$ cat config.mk
export PLATFORM = sky130hd
export DESIGN_NAME = harmonic_mixer_flat
export DESIGN_NICKNAME = d
export VERILOG_FILES = /design/src/rtl/harmonic_mixer_if.sv /design/src/rtl/harmonic_mixer.sv /design/src/flat_wrapper.sv
export SDC_FILE = /design/constraint.sdc
export NUM_CORES = 1
export LEC_CHECK = 0
export BUFFER_PORTS_ARGS = -buffer_cell sky130_fd_sc_hd__buf_2
export CAP_MARGIN = 20
export CORE_UTILIZATION = 57
export DETAILED_ROUTE_END_ITERATION = 12
export PLACE_DENSITY = 0.8
export SETUP_SLACK_MARGIN = 0.1
export SYNTH_ARGS = -nofsm -noshare
export SYNTH_HDL_FRONTEND = slang
export SYNTH_SLANG_ARGS = --single-unit
export TNS_END_PERCENT = 30
$ cat constraint.sdc
create_clock -name clk -period 3.6 [get_ports clk]
set_input_delay 0 -clock clk [delete_from_list [all_inputs] [get_ports clk]]
set_output_delay 0 -clock clk [all_outputs]
set_load 0.02 [all_outputs]
$ cat src/rtl/harmonic_mixer_if.sv
// Sample stream bundle between the harmonic generators, the mixer and the sink.
// Handshake: in_valid and out_valid are single-cycle qualifiers with no ready;
// the mixer accepts a sample on every edge where in_valid=1 and the sink must
// take out_sample on every cycle where out_valid=1.
interface harmonic_mixer_if #(
    parameter int WIDTH = 16
);
    logic [1:0]              weight;
    logic                    in_valid;
    logic signed [WIDTH-1:0] fund_sample;
    logic signed [WIDTH-1:0] harm2_sample;
    logic signed [WIDTH-1:0] harm3_sample;
    logic                    out_valid;
    logic signed [WIDTH-1:0] out_sample;

    // Producer side: drives samples and weight, observes the mixed result.
    modport master (
        output weight, in_valid, fund_sample, harm2_sample, harm3_sample,
        input  out_valid, out_sample
    );

    // Mixer side: consumes samples and weight, produces the mixed result.
    modport slave (
        input  weight, in_valid, fund_sample, harm2_sample, harm3_sample,
        output out_valid, out_sample
    );
endinterface

$ cat src/rtl/harmonic_mixer.sv
// Three-stage harmonic mixer: capture, weighted sum, saturate.
// Each sample carries the weight captured alongside it, so weight changes
// never affect samples already in flight. All outputs come from registers.
module harmonic_mixer #(
    parameter int WIDTH = 16
) (
    input logic               clk,
    input logic               reset,
    harmonic_mixer_if.slave   bus
);
    localparam int SW = WIDTH + 2;

    // Saturation bounds expressed in the widened sum domain.
    localparam logic signed [SW-1:0] max_pos = {3'b000, {(WIDTH-1){1'b1}}};
    localparam logic signed [SW-1:0] min_neg = {3'b111, {(WIDTH-1){1'b0}}};

    // Stage 1 registers
    logic                    valid1;
    logic [1:0]              weight1;
    logic signed [WIDTH-1:0] fund1;
    logic signed [WIDTH-1:0] harm2_1;
    logic signed [WIDTH-1:0] harm3_1;

    // Stage 2 registers
    logic                    valid2;
    logic signed [SW-1:0]    sum2;

    // Stage 3 registers
    logic                    valid3;
    logic signed [WIDTH-1:0] sample3;

    // Combinational terms for stage 2
    logic signed [SW-1:0]    f_ext;
    logic signed [SW-1:0]    h2_ext;
    logic signed [SW-1:0]    h3_ext;
    logic signed [SW-1:0]    sum_next;
    logic signed [WIDTH-1:0] sat_next;

    // Stage 1: capture samples with their weight; data holds when idle.
    always_ff @(posedge clk) begin
        if (reset) begin
            valid1  <= 1'b0;
            weight1 <= 2'b00;
            fund1   <= '0;
            harm2_1 <= '0;
            harm3_1 <= '0;
        end else begin
            valid1 <= bus.in_valid;
            if (bus.in_valid) begin
                weight1 <= bus.weight;
                fund1   <= bus.fund_sample;
                harm2_1 <= bus.harm2_sample;
                harm3_1 <= bus.harm3_sample;
            end
        end
    end

    // Stage 2 datapath: sign-extend, floor-shift and sum by profile.
    always_comb begin
        f_ext  = {{2{fund1[WIDTH-1]}}, fund1};
        h2_ext = {{2{harm2_1[WIDTH-1]}}, harm2_1};
        h3_ext = {{2{harm3_1[WIDTH-1]}}, harm3_1};
        sum_next = f_ext;
        case (weight1)
            2'b01:   sum_next = (f_ext >>> 1) + (h2_ext >>> 2) + (h3_ext >>> 2);
            2'b10:   sum_next = f_ext + (h2_ext >>> 1) + (h3_ext >>> 1);
            default: sum_next = f_ext;   // 00 and the illegal 11 both pass f
        endcase
    end

    // Stage 2 register: weighted sum and its valid tag.
    always_ff @(posedge clk) begin
        if (reset) begin
            valid2 <= 1'b0;
            sum2   <= '0;
        end else begin
            valid2 <= valid1;
            sum2   <= sum_next;
        end
    end

    // Stage 3 datapath: clamp the widened sum to the output range.
    always_comb begin
        sat_next = sum2[WIDTH-1:0];
        if (sum2 > max_pos) begin
            sat_next = max_pos[WIDTH-1:0];
        end else if (sum2 < min_neg) begin
            sat_next = min_neg[WIDTH-1:0];
        end
    end

    // Stage 3 register: output only updates on a valid sample, else holds.
    always_ff @(posedge clk) begin
        if (reset) begin
            valid3  <= 1'b0;
            sample3 <= '0;
        end else begin
            valid3 <= valid2;
            if (valid2) begin
                sample3 <= sat_next;
            end
        end
    end

    assign bus.out_valid  = valid3;
    assign bus.out_sample = sample3;
endmodule

$ cat src/flat_wrapper.sv
// flat-port wrapper written by rule: the top's interface ports become plain ports
module harmonic_mixer_flat 
#(
    parameter int WIDTH = 16
)
  (clk, reset, bus_weight, bus_in_valid, bus_fund_sample, bus_harm2_sample, bus_harm3_sample, bus_out_valid, bus_out_sample);
  harmonic_mixer_if #(.WIDTH(WIDTH)) bus_i ();
  input logic clk;
  input logic reset;
  input wire logic [$bits(bus_i.weight)-1:0] bus_weight;
  input wire logic [$bits(bus_i.in_valid)-1:0] bus_in_valid;
  input wire logic [$bits(bus_i.fund_sample)-1:0] bus_fund_sample;
  input wire logic [$bits(bus_i.harm2_sample)-1:0] bus_harm2_sample;
  input wire logic [$bits(bus_i.harm3_sample)-1:0] bus_harm3_sample;
  output wire logic [$bits(bus_i.out_valid)-1:0] bus_out_valid;
  output wire logic [$bits(bus_i.out_sample)-1:0] bus_out_sample;
  assign bus_i.weight = bus_weight;
  assign bus_i.in_valid = bus_in_valid;
  assign bus_i.fund_sample = bus_fund_sample;
  assign bus_i.harm2_sample = bus_harm2_sample;
  assign bus_i.harm3_sample = bus_harm3_sample;
  assign bus_out_valid = bus_i.out_valid;
  assign bus_out_sample = bus_i.out_sample;
  harmonic_mixer #(.WIDTH(WIDTH)) u_core (.clk(clk), .reset(reset), .bus(bus_i));
endmodule
==> metrics.cfg <==
[run_status]
outcome = finished, final reports clean

[clock_network]
cts-root-buf = clkbuf_8
numCtsBuffers = 9
clk_latency_ps = 370
post-cts-setup-buffers = 0
cts.path.max_buffers = 2
cts.clk_slew.worst_paths_ps = 100
cts_sinks = 85
htreeDepth = 3
tritoncts = done

[placement]
numPortBuffers = 67
placed_cell_area_mm2 = 0.00494
hpwl_um = 7580
globalplace.congestion = 0.895
dp.cells = 638

[logic_synthesis]
syn_avg_cell_area_um2 = 9.20
synth_edf_count = 0
synth.yosys.seq_area_share = 0.369
dominantRegCellSynth = dfxtp_1
synthArstFlopShare = 0
yosysWarnings = 0
synth_cells = 502
ys_ff_latch = 85
netlist_area_mm2 = 0.00462
synth_cell_type_count = 53
synth_fp_nets = 591

[global_routing]
grt_pass1_vias = 3960
grt_pass1_wl_um = 19000
antenna_found_initial = 0
globalRouteTotalUtil = 0.292
grt_max_degree = 60
grt_overflow_total = 0

[power_and_ir_drop]
finalPower_w = 0.00232
p_per_area_mw_per_mm2 = 408
internal_power_w = 0.00157
p_clk_frac = 0.302
pwr-share-comb = 0.250
p_switching_w = 0.000742
leakagePower_nw = 2.52
peakVddDrop_uv = 253
seq_power_share = 0.448
switching_share = 0.320

[drt]
routed_wirelength_um = 11800
post_drt_wl_per_cell_um = 16.8
routed-wl-met3_um = 716
first_iter_violations = 241
top_layer = met4
drc = 0
dr.pass1.iters = 5
vias_per_cell = 5.71
wl_met1_um = 5210
vias = 4028
ant_nets = 0
met2WireLength_um = 5560

[floorplanning]
core_mm2 = 0.00777
start_util = 0.594
fp.dieH_um = 92
boundaryPins = 70
dieArea_mm2 = 0.00846
std_cell_rows = 32
die_x_um = 92

[timing]
tns_ps = 0
rsz0062_at_grt = false
maxSlewViolCount = 0
hold_violations = 0
setup_viol = 0
max_slew.worst_pin.slew_ps = 920
relSlewSlack = 0.387
min_period_over_period = 0.921
fin_worst_skew_ps = 18.4
finalCriticalPeriod_ps = 3310
fmax_mhz = 302
hold_ws_ps = 240

[layout]
final_cell_mix = dfxtp_1, nor2_1, buf_2
mostFrequentLayoutCell = dfxtp_1
drive_gt1_frac = 0.164
syn_to_final_growth_pct = 22.8
num_antenna_cells = 0
post-route-cell-area_mm2 = 0.00567
seqCellArea_mm2 = 0.00170
nNetsFinal = 687
instances_no_fill = 705
num-fill-cells = 576
multi_input_area_mm2 = 0.00270

[setup_path]
endpoint_kind = register
criticalPathCategory = register to register
cp_data_arrival_time_ps = 3600
cp_data_required_time_ps = 3880
r2r-start = u_core.harm3_1[3]
crit_fanout = 4
crit_path_start = u_core.harm3_1[3]
start_kind = register

[min_path]
min_from = bus_in_valid
min_path_type = input port to register

[flow_run]
drv_cap = 0

==> cell type report <==
class / instances / share of cell area
timing repair buffer: 121 / 0.154
tap: 102 / 0.0225
clock buffer: 9 / 0.0218
sequential: 85 / 0.300
multi-input combinational: 364 / 0.476
inverter: 17 / 0.0113
clock inverter: 7 / 0.0139
==> metrics by stage <==
stage	worst slack (ps)	util
2_1_floorplan	645	-
3_3_place_gp	449	0.636
3_5_place_dp	353	0.636
4_1_cts	291	0.724
5_1_grt	129	0.730
6_report	286	0.730
==> worst max-delay path: stages, from the launching register on <==
cell and delay, ps:
dfxtp_1 360, inv_1 90, fa_2 620, inv_1 60
ha_1 220, fa_2 370, a21o_1 220, a221o_1 410
a211oi_2 310, xnor2_1 160, a21oi_1 110, a221oi_2 280
==> cells in the mapped netlist (all sizes together) (5+ instances only) <==
cell type | n | area share
nand2b | 17 | 0.023
dfxtp | 85 | 0.37
a21oi | 36 | 0.040
xnor2 | 14 | 0.027
clkbuf | 18 | 0.015
inv | 17 | 0.014
fa | 18 | 0.078
mux2i | 51 | 0.11
ha | 18 | 0.049
o21ai | 29 | 0.031
nor2 | 72 | 0.059
buf | 18 | 0.020
xor2 | 6 | 0.011
nand2 | 20 | 0.016
nor3 | 10 | 0.011
a211oi | 5 | 0.0092
a221o | 5 | 0.011
a221oi | 12 | 0.025
nand4 | 5 | 0.0068
==> path summary, 6_finish.rpt <==
kind / end / slack (ps) / depth (start not counted)
setup / recovery: u_core.sum2[12] / 290 / 11
hold / removal: u_core.valid1 / 240 / 2
setup reg to reg: u_core.sum2[12] / 290 / 11
hold reg to reg: u_core.valid2 / 450 / 1
==> per-layer routing <==
layer | vias to the layer above | GRT usage
li1 | 1942 | -
met1 | 1896 | 0.372
met2 | 160 | 0.476
met3 | 30 | 0.0556
met4 | 0 | 0.139
met5 | - | 0
==> logic make-up after synthesis <==
group,count (synthesis),share of synthesized area
fa+ha+maj,36,0.127
flops,85,0.369
buf+inv,53,0.0488
xor+xnor,20,0.0379
compound gates,114,0.164
mux,51,0.111
simple gates,143,0.144
==> power groups by stage <==
stage	Sequential [W]	Clock [W]	Combinational, W
floorplan	0.00106	0	0.000386
finish	0.00104	0.000698	0.000579
detailed placement	0.00106	0	0.000511
global route	0.00105	0.000750	0.000631
global placement	0.00106	0	0.000500
CTS	0.00104	0.000703	0.000555
==> registers in the layout, summed over array words and instances, names as in the netlist <==
name                   flops
u_core.harm2_1            15
u_core.bus.out_valid       1
u_core.sum2               18
u_core.bus.out_sample     16
u_core.valid1              1
u_core.fund1              16
u_core.harm3_1            15
u_core.valid2              1
u_core.weight1             2
==> what timing repair did <==
action	in CTS	in global routing
endpoints found under the hold margin	48	3
endpoints found under the setup margin	0	1
resized for setup	0	3
hold buffers	48	1
(Power assumes the default switching activity.)
